`config.mk`:
```
export PLATFORM = sky130hd
export DESIGN_NAME = link_training_timer_flat
export DESIGN_NICKNAME = d
export VERILOG_FILES = /design/src/rtl/link_training_timer_if.sv /design/src/rtl/link_training_timer.sv /design/src/flat_wrapper.sv
export SDC_FILE = /design/constraint.sdc
export NUM_CORES = 1
export LEC_CHECK = 0
export ABC_AREA = 1
export BUFFER_PORTS_ARGS = -buffer_cell sky130_fd_sc_hd__buf_2
export CAP_MARGIN = 30
export CORE_MARGIN = 2
export CORE_UTILIZATION = 55
export DETAILED_ROUTE_END_ITERATION = 10
export MAX_ROUTING_LAYER = met4
export PLACE_DENSITY_LB_ADDON = 0.1
export SLEW_MARGIN = 10
export SYNTH_ARGS = -nofsm -noshare
export SYNTH_HDL_FRONTEND = slang
export SYNTH_SLANG_ARGS = --single-unit
```
`constraint.sdc`:
```
create_clock -name clk -period 2.9 [get_ports clk]
set_input_delay 0.58 -clock clk [delete_from_list [all_inputs] [get_ports clk]]
set_output_delay 0.58 -clock clk [all_outputs]
set_load 0.05 [all_outputs]
```
`src/rtl/link_training_timer_if.sv`:
```
// Signal bundle between the DP link-training FSM (master) and its wait-interval timer (slave).
interface link_training_timer_if #(
    parameter int CNT_W = 12
);
    logic             cr_tmr_start;
    logic             eq_tmr_start;
    logic [7:0]       eq_rd_value;
    logic             tmr_abort;
    logic             cr_tmr_fire;
    logic             eq_tmr_fire;
    logic             tmr_busy;
    logic [CNT_W-1:0] tmr_remaining;

    modport master (
        output cr_tmr_start, eq_tmr_start, eq_rd_value, tmr_abort,
        input  cr_tmr_fire, eq_tmr_fire, tmr_busy, tmr_remaining
    );

    modport slave (
        input  cr_tmr_start, eq_tmr_start, eq_rd_value, tmr_abort,
        output cr_tmr_fire, eq_tmr_fire, tmr_busy, tmr_remaining
    );
endinterface

```
`src/rtl/link_training_timer.sv`:
```
// CR/EQ wait-interval down-counter with abort, retrigger and one-cycle fire pulses.
// Optional: LT_TMR_EXT_INTERVAL_EN masks eq_rd_value[7] before interval decode.
module link_training_timer #(
    parameter int CLK_PER_100US = 10,
    parameter int CNT_W         = 12
) (
    input  logic                  clk,
    input  logic                  rst_n,
    link_training_timer_if.slave  tmr
);
    typedef enum logic [1:0] {
        IDLE    = 2'd0,
        CR_WAIT = 2'd1,
        EQ_WAIT = 2'd2
    } state_t;

    localparam logic [CNT_W-1:0] L_CR  = CNT_W'(CLK_PER_100US);
    localparam logic [CNT_W-1:0] L_EQ0 = CNT_W'(4 * CLK_PER_100US);
    localparam logic [CNT_W-1:0] L_EQ1 = CNT_W'(40 * CLK_PER_100US);
    localparam logic [CNT_W-1:0] L_EQ2 = CNT_W'(80 * CLK_PER_100US);
    localparam logic [CNT_W-1:0] L_EQ3 = CNT_W'(120 * CLK_PER_100US);
    localparam logic [CNT_W-1:0] L_EQ4 = CNT_W'(160 * CLK_PER_100US);

    state_t           r_state;
    logic             r_cr_prev;
    logic             r_eq_prev;
    logic             r_cr_fire;
    logic             r_eq_fire;
    logic             r_busy;
    logic [CNT_W-1:0] r_remaining;

    logic             w_cr_rise;
    logic             w_eq_rise;

    // Unknown interval codes clamp to the longest (16 ms) wait.
    function automatic logic [CNT_W-1:0] eq_load(input logic [7:0] rd);
        logic [7:0] sel;
`ifdef LT_TMR_EXT_INTERVAL_EN
        sel = {1'b0, rd[6:0]};
`else
        sel = rd;
`endif
        case (sel)
            8'h00:   return L_EQ0;
            8'h01:   return L_EQ1;
            8'h02:   return L_EQ2;
            8'h03:   return L_EQ3;
            8'h04:   return L_EQ4;
            default: return L_EQ4;
        endcase
    endfunction

    assign w_cr_rise = tmr.cr_tmr_start & ~r_cr_prev;
    assign w_eq_rise = tmr.eq_tmr_start & ~r_eq_prev;

    // Start-edge history, state machine, countdown and fire pulses.
    always_ff @(posedge clk or negedge rst_n) begin
        if (!rst_n) begin
            r_state     <= IDLE;
            r_cr_prev   <= 1'b0;
            r_eq_prev   <= 1'b0;
            r_cr_fire   <= 1'b0;
            r_eq_fire   <= 1'b0;
            r_busy      <= 1'b0;
            r_remaining <= '0;
        end else begin
            r_cr_prev <= tmr.cr_tmr_start;
            r_eq_prev <= tmr.eq_tmr_start;
            r_cr_fire <= 1'b0;
            r_eq_fire <= 1'b0;
            if (tmr.tmr_abort) begin
                r_state     <= IDLE;
                r_busy      <= 1'b0;
                r_remaining <= '0;
            end else if (w_eq_rise) begin
                r_state     <= EQ_WAIT;
                r_busy      <= 1'b1;
                r_remaining <= eq_load(tmr.eq_rd_value);
            end else if (w_cr_rise) begin
                r_state     <= CR_WAIT;
                r_busy      <= 1'b1;
                r_remaining <= L_CR;
            end else begin
                case (r_state)
                    CR_WAIT, EQ_WAIT: begin
                        // Compare against 1 so the count can never wrap below 0.
                        if (r_remaining <= CNT_W'(1)) begin
                            r_state     <= IDLE;
                            r_busy      <= 1'b0;
                            r_remaining <= '0;
                            r_cr_fire   <= (r_state == CR_WAIT);
                            r_eq_fire   <= (r_state == EQ_WAIT);
                        end else begin
                            r_remaining <= r_remaining - CNT_W'(1);
                        end
                    end
                    IDLE: begin
                        r_busy      <= 1'b0;
                        r_remaining <= '0;
                    end
                    default: begin
                        r_state     <= IDLE;
                        r_busy      <= 1'b0;
                        r_remaining <= '0;
                    end
                endcase
            end
        end
    end

    assign tmr.cr_tmr_fire   = r_cr_fire;
    assign tmr.eq_tmr_fire   = r_eq_fire;
    assign tmr.tmr_busy      = r_busy;
    assign tmr.tmr_remaining = r_remaining;
endmodule
```
`src/flat_wrapper.sv`:
```
// flat-port wrapper written by rule: the top's interface ports become plain ports
module link_training_timer_flat 
#(
    parameter int CLK_PER_100US = 10,
    parameter int CNT_W         = 12
)
  (clk, rst_n, tmr_cr_tmr_start, tmr_eq_tmr_start, tmr_eq_rd_value, tmr_tmr_abort, tmr_cr_tmr_fire, tmr_eq_tmr_fire, tmr_tmr_busy, tmr_tmr_remaining);
  link_training_timer_if #(.CNT_W(CNT_W)) tmr_i ();
  input  logic clk;
  input  logic rst_n;
  input wire logic [$bits(tmr_i.cr_tmr_start)-1:0] tmr_cr_tmr_start;
  input wire logic [$bits(tmr_i.eq_tmr_start)-1:0] tmr_eq_tmr_start;
  input wire logic [$bits(tmr_i.eq_rd_value)-1:0] tmr_eq_rd_value;
  input wire logic [$bits(tmr_i.tmr_abort)-1:0] tmr_tmr_abort;
  output wire logic [$bits(tmr_i.cr_tmr_fire)-1:0] tmr_cr_tmr_fire;
  output wire logic [$bits(tmr_i.eq_tmr_fire)-1:0] tmr_eq_tmr_fire;
  output wire logic [$bits(tmr_i.tmr_busy)-1:0] tmr_tmr_busy;
  output wire logic [$bits(tmr_i.tmr_remaining)-1:0] tmr_tmr_remaining;
  assign tmr_i.cr_tmr_start = tmr_cr_tmr_start;
  assign tmr_i.eq_tmr_start = tmr_eq_tmr_start;
  assign tmr_i.eq_rd_value = tmr_eq_rd_value;
  assign tmr_i.tmr_abort = tmr_tmr_abort;
  assign tmr_cr_tmr_fire = tmr_i.cr_tmr_fire;
  assign tmr_eq_tmr_fire = tmr_i.eq_tmr_fire;
  assign tmr_tmr_busy = tmr_i.tmr_busy;
  assign tmr_tmr_remaining = tmr_i.tmr_remaining;
  link_training_timer #(.CLK_PER_100US(CLK_PER_100US), .CNT_W(CNT_W)) u_core (.clk(clk), .rst_n(rst_n), .tmr(tmr_i));
endmodule
```
==> results of run 1 <==
worst reg2reg max path, stage by stage, from the launching register on:
cell and delay, ns:
sky130_fd_sc_hd__dfrtp_1 0.43, sky130_fd_sc_hd__inv_1 0.11, sky130_fd_sc_hd__ha_1 0.21, sky130_fd_sc_hd__inv_1 0.06
sky130_fd_sc_hd__nand2_1 0.07, sky130_fd_sc_hd__nand2_1 0.08, sky130_fd_sc_hd__nor2_4 0.10, sky130_fd_sc_hd__nand2_4 0.09
sky130_fd_sc_hd__nand3_4 0.14, sky130_fd_sc_hd__o21bai_1 0.14, sky130_fd_sc_hd__nand2_1 0.06
registers in the layout (all words and copies together), names as in the netlist:
signal	cells
u_core.r_eq_prev	1
u_core.tmr.cr_tmr_fire	1
u_core.tmr.tmr_remaining	12
u_core.r_cr_prev	1
u_core.r_state	2
u_core.tmr.eq_tmr_fire	1
u_core.tmr.tmr_busy	1
metrics by stage:
| step | hold slack (ns) | utilization [%] |
|---|---|---|
| floorplan | 0.284 | - |
| global placement | 0.465 | 67.4 |
| detailed placement | 0.492 | 67.4 |
| CTS | 0.212 | 68.8 |
| global route | 0.221 | 68.8 |
| finish | 0.207 | 68.8 |
power by group through the flow:
stage	clock network (mW)	registers (mW)	logic [mW]
after detailed placement	0	0.300	0.242
after global routing	0.153	0.297	0.270
after CTS	0.139	0.295	0.244
after floorplan	0	0.340	0.145
after global placement	0	0.299	0.236
final	0.137	0.295	0.244
logic make-up after synthesis:
logic type               Yosys count  share of synthesized area, %
AND/OR/NAND/NOR                   84                          35.5
buffers and inverters             26                          8.26
flip-flops                        19                          40.3
AO/OA/AOI/OAI                     13                          6.99
XOR/XNOR                           5                          3.71
adder cells (fa/ha/maj)            5                          5.30
cell usage after synthesis:
cell	n	area, µm²
sky130_fd_sc_hd__nand2_1	26	97.6
sky130_fd_sc_hd__xor2_1	2	17.5
sky130_fd_sc_hd__nand3_4	1	17.5
sky130_fd_sc_hd__nor3b_2	1	12.5
sky130_fd_sc_hd__nor2_2	5	31.3
sky130_fd_sc_hd__xnor2_1	3	26.3
sky130_fd_sc_hd__o21ai_0	2	10.0
sky130_fd_sc_hd__nor2_1	27	101
sky130_fd_sc_hd__o22ai_1	2	12.5
sky130_fd_sc_hd__or2_2	1	6.26
sky130_fd_sc_hd__nand2_4	1	11.3
sky130_fd_sc_hd__nand2_2	4	25.0
sky130_fd_sc_hd__nand4_1	1	6.26
sky130_fd_sc_hd__dfrtp_1	19	475
sky130_fd_sc_hd__a21oi_1	4	20.0
sky130_fd_sc_hd__inv_1	25	93.8
sky130_fd_sc_hd__o211ai_1	1	7.51
sky130_fd_sc_hd__nor2_4	4	45.0
sky130_fd_sc_hd__inv_2	1	3.75
sky130_fd_sc_hd__o21bai_1	2	15.0
sky130_fd_sc_hd__nand3_1	13	65.1
sky130_fd_sc_hd__o21ai_2	2	17.5
sky130_fd_sc_hd__ha_1	5	62.6
cell type report:
type                            count  area share [%]
Tap cell                           27            2.45
Inverter                           26            7.09
Clock buffer                        4            1.91
Sequential cell                    19            34.5
Multi-Input combinational cell    107            44.2
Timing Repair Buffer               27            9.82
worst min-delay path by stage:
stage / startpoint / endpoint / slack, ns / depth (start not counted)
4_1_cts: rst_n / u_core.tmr.tmr_remaining[2] / 0.21 / 1
2_1_floorplan: rst_n / u_core.r_cr_prev / 0.28 / 0
3_5_place_dp: u_core.r_state[0] / u_core.r_state[0] / 0.49 / 2
6_report: rst_n / u_core.tmr.tmr_busy / 0.21 / 1
3_3_place_gp: u_core.tmr.tmr_remaining[0] / u_core.tmr.tmr_remaining[0] / 0.47 / 1
5_1_grt: rst_n / u_core.tmr.tmr_remaining[11] / 0.22 / 1
metal layers:
layer / share of wire (%) / global-route usage (%) / vias up
met4: 0.42 / 6.76 / 0
met5: 0 / - / -
met2: 50 / 38.4 / 44
met3: 6.0 / 2.98 / 2
met1: 43 / 27.4 / 476
li1: - / - / 533
==> metrics.txt, run 1 <==
number of max-cap violations 0; total congestion overflow 0; y dimension of the die between 50 and 60 µm; Crit. End Element primary output; Static Leak just under 0.8 nW; DRC violation total after the first TritonRoute iteration 38; area growth from synthesis to layout 16.5%; number of detailed-route iterations in the first pass 4; worst reg2reg path startpoint u_core.tmr.tmr_remaining[0]; capturing instance or port of the critical path tmr_tmr_remaining[6]; kind of cell adding the most delay to the critical path flip-flops; post-CTS setup repair buffer count 0; clock tree from TritonCTS built; area of the core roughly 2000 µm²; CTS Sinks 19; global placement routability congestion approximately 0.87; run status finished clean; number of antenna violations at the first check in global routing 0; number of hold violations in the final report 0; PnR Total Power 0.676 mW; max-slew headroom at the worst pin between 70% and 80%; RSZ-0062 raised after global routing no; detail-routed via count per cell 5.02; final cycle utilization of the critical path a little under three fifths; number of nets at the end of the flow roughly 200; net switching share of the total power 39.3%; I/O Buffers 27; number of endpoints failing setup at the final stage 0; Clock Root Buffer sky130_fd_sc_hd__clkbuf_4; maximum vdd drop ~0.30 mV; DRC Markers 0; total of warnings raised by yosys 0; startpoint type of the worst setup path flip-flop; Inserted Diodes 0; via count of the first global-routing pass 1006; number of distinct library cell variants in the gate-level netlist after synthesis 23; final non-filler cell area roughly 1400 µm²; worst-case register-to-register setup slack 1.31 ns; maximum fanout along the worst path 5; Cells after Synth around 150; endpoint required time on the critical path between 2 and 2.5 ns; data arrival time of the critical path about 1.1 ns; area of the multi-input gates 608 µm²; register share of total power between 40 and 50%; Switching Power approximately 0.27 mW; horizontal extent of the die a little over 50 µm; Post-Place Worst Slack 1.31 ns; average wire per cell in the routed design approximately 11 µm; placed instance area between 1000 and 1500 µm²; Mean Syn Cell Area 7.77 µm²; Worst path depth 1; Hold Path Class primary input to asynchronous set/reset pin; cell count after placement slightly above 200; Power Density around 500 nW/µm²; Clock Path Buffers 2; Clk Latency, worst-skew pair around 0.30 ns; wire length of the first global-routing pass about 4200 µm; Post-Layout Cell Count 210; maximum clock frequency 614 MHz; initial core utilization 59.0%; largest net degree at the start of global routing 20; total die area roughly 2500 µm²; internal portion of total power approximately 0.41 mW; clk slew on worst S/H paths 0.11 ns; Net Count, Synth between 150 and 200; shortest period the worst path allows 1.63 ns; I/O pin count 28; count of hold-fix buffers inserted at cts 0; area of the mapped netlist around 1200 µm²; least setup slack across all paths after layout roughly 1.3 ns; worst path cell trace buf_2; H-tree lvl count 1; Max Slew Vio Count 0; sum of buffers and inverters on the critical path 1; largest clock skew in the final design around 0.0026 ns; Setup crit start u_core.tmr.tmr_remaining[6]; sequential cell area fraction in the yosys report between 40 and 50%; area occupied by registers about 480 µm²; worst-path cell with the longest stage delay sky130_fd_sc_hd__dfrtp_1; number of CTS-inserted buffers 3; capture point of the worst reg-to-reg path u_core.tmr.tmr_remaining[9]; post-route ant nets 0; transition time at the pin with the least slew margin ~0.44 ns; detailed placer's ending HPWL approximately 1900 µm; number of rows in the core area 16; share of total power in combinational logic approximately 36%; total global-route track usage 22.3%; commonest cells after routing, fill and taps aside sky130_fd_sc_hd__nor2_1 (27), sky130_fd_sc_hd__buf_2 (27), sky130_fd_sc_hd__nand2_1 (26), sky130_fd_sc_hd__inv_1 (25), sky130_fd_sc_hd__dfrtp_1 (19); final setup TNS 0 ns; crit-path max cell delay ~0.45 ns; critical path start-end classification flip-flop to primary output; power share of the clock group roughly a fifth; number of filler cells placed in the layout 169; via count ~1100; cell count of the worst reg-to-reg path 10; number of storage elements in the synthesis netlist 19; Detailed Route WL roughly 2400 µm; share of post-route cells with drive strength above 1 27.3%; post-cts repair resize count 0
Power figures use the tool's default switching activity.
==> inputs of run 2 (changes only) <==
- ABC_AREA: 1 -> 0
- CORE_UTILIZATION: 55 -> 51
- clock period: 2.9 -> 1.54 ns (I/O delays scaled with it)
==> run 2 against run 1 <==
  * The flow now finishes with violations (setup timing)
  * Area after synthesis is 9.9% lower
  * Sequential cell count unchanged
  * Sequential power increased by 86%
  * Cell count is 10% lower
  * Utilization increased by 10 points
  * Register-to-register slack got worse by 1.5 ns
  * Critical path depth rose by 5
  * Power grew 97%
  * Sequential share of layout area down 3.2 points
  * Count of clock-buffer cells in the layout is the same
==> metrics.txt, run 2 <==
Largest register FFs 12 (unchanged); most repeated cell in the gate-level netlist after synthesis sky130_fd_sc_hd__dfrtp_1; cell count of the worst reg-to-reg path 6 (-4); Worst Hold Path EP u_core.r_cr_prev; worst reg2reg path startpoint u_core.tmr.tmr_remaining[1]; Inserted Diodes 0 (unchanged); least setup slack across all paths after layout -0.156 ns (-1.43 ns); clk slew on worst S/H paths 0.12 ns (about the same); number of antenna violations at the first check in global routing 0 (unchanged); number of endpoints failing setup at the final stage 15 (+15); average wire per cell in the routed design 14.8 µm (+29%); largest cells by area after synthesis sky130_fd_sc_hd__dfrtp_1 (45%), sky130_fd_sc_hd__xor2_1 (6.6%), sky130_fd_sc_hd__ha_1 (5.9%), sky130_fd_sc_hd__nor2_1 (4.6%), sky130_fd_sc_hd__a21oi_1 (4.2%); max-slew headroom at the worst pin 70.5% (about the same); Clk Latency, worst-skew pair 0.31 ns (about the same); post-route ant nets 0 (unchanged); data arrival time of the critical path 1.92 ns (+0.87 ns); DRC violation total after the first TritonRoute iteration 29 (-24%); total die area 2470 µm² (-2.6%); largest clock skew in the final design 0.0124 ns (+0.00980 ns); Detailed Route WL 2790 µm (+16%); number of max-cap violations 0 (unchanged); post-route worst hold slack 0.121 ns (-0.0855 ns); Min-Delay Startpoint tmr_cr_tmr_start; detail-routed via count per cell 5.38 (+7.0%); y dimension of the die 49.7 µm (-1.3%); area growth from synthesis to layout 45.1%; startpoint type of the worst setup path flip-flop; CTS Sinks 19 (unchanged); total of warnings raised by yosys 0 (unchanged); Static Leak 0.778 nW (+0.52%); final setup TNS -1.34 ns (-1.34 ns); shortest period the worst path allows 1.70 ns; Layout Utilization 78.8% (+10 points); DRC Markers 0 (unchanged); number of hold violations in the final report 0 (unchanged); endpoint required time on the critical path 1.77 ns (-0.55 ns); top flip-flop cell by instance count after synthesis sky130_fd_sc_hd__dfrtp_1; sum of buffers and inverters on the critical path 1 (unchanged); Net Count, Synth 122 (-28%); commonest cells after routing, fill and taps aside sky130_fd_sc_hd__buf_2 (27), sky130_fd_sc_hd__buf_4 (24), sky130_fd_sc_hd__dfrtp_1 (12), sky130_fd_sc_hd__nor2_1 (11), sky130_fd_sc_hd__xor2_1 (8); critical path start-end classification flip-flop to flip-flop; Power Density 863 nW/µm² (+76%); number of rows in the core area 16 (unchanged); async set or reset register ratio after synthesis 100% (unchanged); count of cells along the worst hold path 1; final cycle utilization of the critical path 110%; maximum vdd drop 0.680 mV (+130%); transition time at the pin with the least slew margin 0.443 ns (-0.000154 ns); number of storage elements in the synthesis netlist 19 (unchanged); worst-path cell with the longest stage delay sky130_fd_sc_hd__or3b_4; failing checks setup timing; clock tree from TritonCTS built; maximum clock frequency a little under 600 MHz; run status complete, but fails checks; cell taking the most area after synthesis sky130_fd_sc_hd__dfrtp_1; Hold Path Class primary input to flip-flop; crit-path max cell delay 0.45 ns (about the same); RSZ-0062 raised after global routing yes; number of CTS-inserted buffers 3 (unchanged); total congestion overflow 0 (unchanged); Synth top cells by count sky130_fd_sc_hd__dfrtp_1 (19), sky130_fd_sc_hd__nor2_1 (13), sky130_fd_sc_hd__a21oi_1 (9); leading cell type in the layout, fill and taps excluded sky130_fd_sc_hd__buf_2; PnR Total Power 1.33 mW (+97%); wire length of the first global-routing pass 4240 µm (+0.50%); number of detailed-route iterations in the first pass 4 (unchanged); share of Yosys cell area claimed by the top area cell type 44.7% (+4.4 points); share of post-route cells with drive strength above 1 51.6% (+24 points); area of the mapped netlist 1060 µm² (-9.9%); total global-route track usage 24.0% (+1.6 points); horizontal extent of the die 49.7 µm (-1.3%); area of the core 1960 µm² (-2.0%); detailed placer's ending HPWL 1920 µm (+1.8%); maximum fanout along the worst path 5 (unchanged); initial core utilization 54.3% (-4.7 points); capture point of the worst reg-to-reg path u_core.tmr.tmr_remaining[8]; worst-case register-to-register setup slack -0.16 ns (-1.47 ns); sequential cell area fraction in the yosys report 44.7% (+4.4 points); Max Slew Vio Count 0 (unchanged); I/O Buffers 27 (unchanged); Mean Syn Cell Area 10.2 µm² (+32%); number of distinct library cell variants in the gate-level netlist after synthesis 31 (+35%); kind of cell adding the most delay to the critical path compound AO/OA/AOI/OAI gates; I/O pin count 28 (unchanged); Clock Root Buffer sky130_fd_sc_hd__clkbuf_4; global placement routability congestion 0.840 (-3.4%); via count 1011 (-4.2%); Clock Path Buffers 2 (unchanged); largest net degree at the start of global routing 20 (unchanged); number of synthesized flops with an enable pin 0 (unchanged); number of nets at the end of the flow 180 (-11%); Cells after Synth 104 (-32%); Crit. End Element flip-flop; number of filler cells placed in the layout 135 (-20%); H-tree lvl count 1 (unchanged); worst path cell trace inv_2 -> ha_4 -> o21ba_4 -> a41oi_4 -> or3b_4 -> o22ai_2; via count of the first global-routing pass 956 (-5.0%); Post-Place Worst Slack -0.304 ns (-1.61 ns)
[run 2: worst reg2reg max path, stage by stage, from the launching register on]
cell                      delay, ns
sky130_fd_sc_hd__dfrtp_2       0.40
sky130_fd_sc_hd__inv_2         0.06
sky130_fd_sc_hd__ha_4          0.16
sky130_fd_sc_hd__o21ba_4       0.22
sky130_fd_sc_hd__a41oi_4       0.15
sky130_fd_sc_hd__or3b_4        0.45
sky130_fd_sc_hd__o22ai_2       0.17
[run 2: logic make-up after synthesis]
logic type / share of synthesized area [%]
and+or+nand+nor: 21.5
adders and majority gates: 5.88
AOI/OAI and AO/OA: 16.2
buffers and inverters: 3.53
DFF: 44.7
xor gates and xnor gates: 8.23
[run 2: final cells by class]
cell class / instances / area [µm²] / area share [%]
timing repair buffer: 53 / 337 / 21.8
inverter: 7 / 26.3 / 1.70
sequential: 19 / 484 / 31.3
multi-input combinational: 78 / 638 / 41.3
tap: 27 / 33.8 / 2.19
clock buffer: 4 / 26.3 / 1.70
[run 2: layer usage]
metal | up-vias | track usage (%) | wire length, µm
met1 | 473 | 28.2 | 1080
met5 | - | - | 0
met4 | 0 | 13.9 | 83
li1 | 482 | - | -
met3 | 8 | 5.15 | 203
met2 | 48 | 37.8 | 1410
[run 2: power by group]
group | switching, mW | internal [mW] | total (mW)
Combinational | 0.299 | 0.223 | 0.522
Clock | 0.162 | 0.101 | 0.263
Sequential | 0.0220 | 0.527 | 0.549
Total | 0.483 | 0.851 | 1.33
[run 2: stage by stage]
stage / instances / instance area (µm²)
after global routing: 188 / 1550
after detailed placement: 178 / 1420
after global placement: 178 / 1420
after floorplan: 104 / 1100
final: 188 / 1550
after CTS: 185 / 1490
[run 2: worst max-delay path by stage]
stage / cells after the start / slack (ns) / from / endpoint
floorplan: 7 / -0.41 / u_core.tmr.tmr_remaining[1] / u_core.tmr.tmr_remaining[8]
global placement: 5 / -0.26 / u_core.tmr.tmr_remaining[0] / u_core.tmr.tmr_remaining[8]
detailed placement: 5 / -0.30 / u_core.tmr.tmr_remaining[0] / u_core.tmr.tmr_remaining[8]
CTS: 6 / -0.14 / u_core.tmr.tmr_remaining[0] / u_core.tmr.tmr_remaining[8]
global route: 6 / -0.21 / u_core.r_state[0] / u_core.tmr.tmr_remaining[8]
finish: 6 / -0.16 / u_core.tmr.tmr_remaining[1] / u_core.tmr.tmr_remaining[8]
[run 2: repair_timing]
action | CTS | global route
hold buffers | 1 | 0
pin swaps | 10 | 2
endpoints found under the setup margin | 10 | 17
resized for setup | 7 | 8
buffers inserted | 1 | 4
hold endpoints to repair | 19 | 0
cloned | 1 | 0
==> inputs of run 3 (changes only) <==
- BUFFER_PORTS_ARGS: -buffer_cell sky130_fd_sc_hd__buf_2 -> -buffer_cell sky130_fd_sc_hd__buf_4
==> run 3 against run 2 <==
  * The run still ends with setup timing left
  * Worst setup slack got worse by 0.024 ns
  * Hold slack worse by 0.0011 ns
  * Clock skew fell by 0.0079 ns
  * Critical path depth unchanged
  * Critical endpoint is now u_core.tmr.tmr_remaining[10]
  * Largest cell class unchanged
  * Highest routed layer unchanged
==> metrics.txt, run 3 (synthesis results as in run 2) <==
run status complete, but fails checks; failing checks setup timing; I/O pin count 28 (unchanged); Power Density 829 nW/µm² (-3.9%); number of endpoints failing setup at the final stage 11 (-4); number of antenna violations at the first check in global routing 0 (unchanged); number of max-cap violations 0 (unchanged); max-slew headroom at the worst pin 76.7% (+6.2 points); horizontal extent of the die 49.7 µm (unchanged); largest net degree at the start of global routing 20 (unchanged); CTS Sinks 19 (unchanged); startpoint type of the worst setup path flip-flop; number of detailed-route iterations in the first pass 4 (unchanged); number of filler cells placed in the layout 127 (-5.9%); number of CTS-inserted buffers 3 (unchanged); DRC violation total after the first TritonRoute iteration 22 (-24%); Max Slew Vio Count 0 (unchanged); transition time at the pin with the least slew margin 0.348 ns (-0.0950 ns); maximum fanout along the worst path 5 (unchanged); detailed placer's ending HPWL 2030 µm (+5.9%); number of nets at the end of the flow 181 (+0.56%); maximum clock frequency 581 MHz (-1.4%); DRC Markers 0 (unchanged); Post-Place Worst Slack -0.305 ns (-0.000939 ns); met3 layer usage reported by global route 3.94% (-1.2 points); clk slew on worst S/H paths 0.11 ns (about the same); via count 1039 (+2.8%); Hold Path Class primary input to flip-flop; area of the core 1960 µm² (unchanged); Inserted Diodes 0 (unchanged); largest clock skew in the final design 0.00452 ns (-0.00787 ns); critical path start-end classification flip-flop to flip-flop; data arrival time of the critical path 1.95 ns (+0.03 ns); number of rows in the core area 16 (unchanged); leading cell type in the layout, fill and taps excluded sky130_fd_sc_hd__buf_4; area growth from synthesis to layout 53.6%; average wire per cell in the routed design 16.1 µm (+8.8%); share of post-route cells with drive strength above 1 53.1% (+1.5 points); commonest cells after routing, fill and taps aside sky130_fd_sc_hd__buf_4 (53), sky130_fd_sc_hd__dfrtp_1 (12), sky130_fd_sc_hd__nor2_1 (10), sky130_fd_sc_hd__xor2_1 (8), sky130_fd_sc_hd__a21oi_1 (8); total congestion overflow 0 (unchanged); post-route ant nets 0 (unchanged); least setup slack across all paths after layout -0.180 ns (-0.0237 ns); Crit. End Element flip-flop; clock tree from TritonCTS built; PnR Total Power 1.36 mW (+1.7%); total die area 2470 µm² (unchanged); Static Leak 0.800 nW (+2.8%); initial core utilization 54.3% (unchanged); number of hold violations in the final report 0 (unchanged); I/O Buffers 27 (unchanged); Clk Latency, worst-skew pair 0.30 ns (about the same); Clock Path Buffers 2 (unchanged); Detailed Route WL 3050 µm (+9.3%); shortest period the worst path allows 1.72 ns (+0.0237 ns); wire length of the first global-routing pass 4660 µm (+10%); grt met2 use 42.0% (+4.2 points); final cycle utilization of the critical path 112% (+1.5 points); RSZ-0062 raised after global routing yes; met1 usage in global routing 32.7% (+4.5 points); most used routing layer met2; maximum vdd drop 0.523 mV (-23%); Clock Root Buffer sky130_fd_sc_hd__clkbuf_4; Largest register FFs 12 (unchanged); endpoint required time on the critical path 1.77 ns (about the same); total global-route track usage 25.9% (+1.9 points); H-tree lvl count 1 (unchanged); global placement routability congestion 0.816 (-2.8%); via count of the first global-routing pass 993 (+3.9%); y dimension of the die 49.7 µm (unchanged); detail-routed via count per cell 5.50 (+2.2%)
## run 3: changes by cell type in the layout (fill, tap and decap cells not counted), sizes merged
cell | before | now
buf | 52 | 53
## run 3: final cells by class
cell class                      instances  area (µm²)  share of cell area [%]
Multi-Input combinational cell         78         657                    40.2
Timing Repair Buffer                   54         408                    24.9
Sequential cell                        19         484                    29.6
Clock buffer                            4        26.3                    1.61
Tap cell                               27        33.8                    2.07
Inverter                                7        26.3                    1.61
## run 3: power by group
part | switching [mW] | total (mW) | internal [mW]
clock | 0.163 | 0.264 | 0.101
sequential | 0.0220 | 0.549 | 0.527
combinational | 0.303 | 0.544 | 0.240
## run 3: path summary, 6_finish.rpt
path | start | endpoint | slack, ns | cells after the start
worst min register to register | u_core.tmr.tmr_busy | u_core.tmr.tmr_busy | 0.54 | 2
min in group asynchronous | rst_n | u_core.tmr.tmr_remaining[2] | 0.40 | 2
worst max-delay path | u_core.tmr.tmr_remaining[0] | u_core.tmr.tmr_remaining[10] | -0.18 | 6
max in group asynchronous | rst_n | u_core.tmr.tmr_remaining[6] | 0.91 | 2
worst min-delay path | tmr_cr_tmr_start | u_core.r_cr_prev | 0.12 | 1
worst max register to register | u_core.tmr.tmr_remaining[0] | u_core.tmr.tmr_remaining[10] | -0.18 | 6
## run 3: per-layer routing
layer | share of wire [%] | wire length [µm] | up-vias
met5 | 0 | 0 | -
met4 | 2.7 | 82 | 0
met3 | 4.6 | 139 | 8
met2 | 51 | 1550 | 37
met1 | 42 | 1270 | 505
li1 | - | - | 489
## run 3: timing repair
item,in CTS,in global routing
hold buffers,1,0
setup endpoints to repair,11,16
gates resized for setup,4,10
cloned,1,0
buffers inserted,1,3
endpoints found under the hold margin,19,0
pin swaps,5,1
## run 3: stage by stage
stage	area [µm²]	cells	TNS (ns)	hold WS, ns	util (%)
5_1_grt	1640	189	-2.17	0.0986	83.4
3_5_place_dp	1490	179	-2.47	0.199	76.1
6_report	1640	189	-1.44	0.120	83.4
3_3_place_gp	1490	179	-2.01	0.193	76.1
2_1_floorplan	1100	104	-3.44	0.0124	-
4_1_cts	1570	186	-1.03	0.119	79.8
## run 3: critical path: stages (launching register included)
cell and delay [ns]:
sky130_fd_sc_hd__dfrtp_2 0.43, sky130_fd_sc_hd__inv_2 0.07, sky130_fd_sc_hd__ha_4 0.16, sky130_fd_sc_hd__o21ba_4 0.20, sky130_fd_sc_hd__a41oi_4 0.17, sky130_fd_sc_hd__or3b_4 0.46, sky130_fd_sc_hd__o22ai_2 0.16
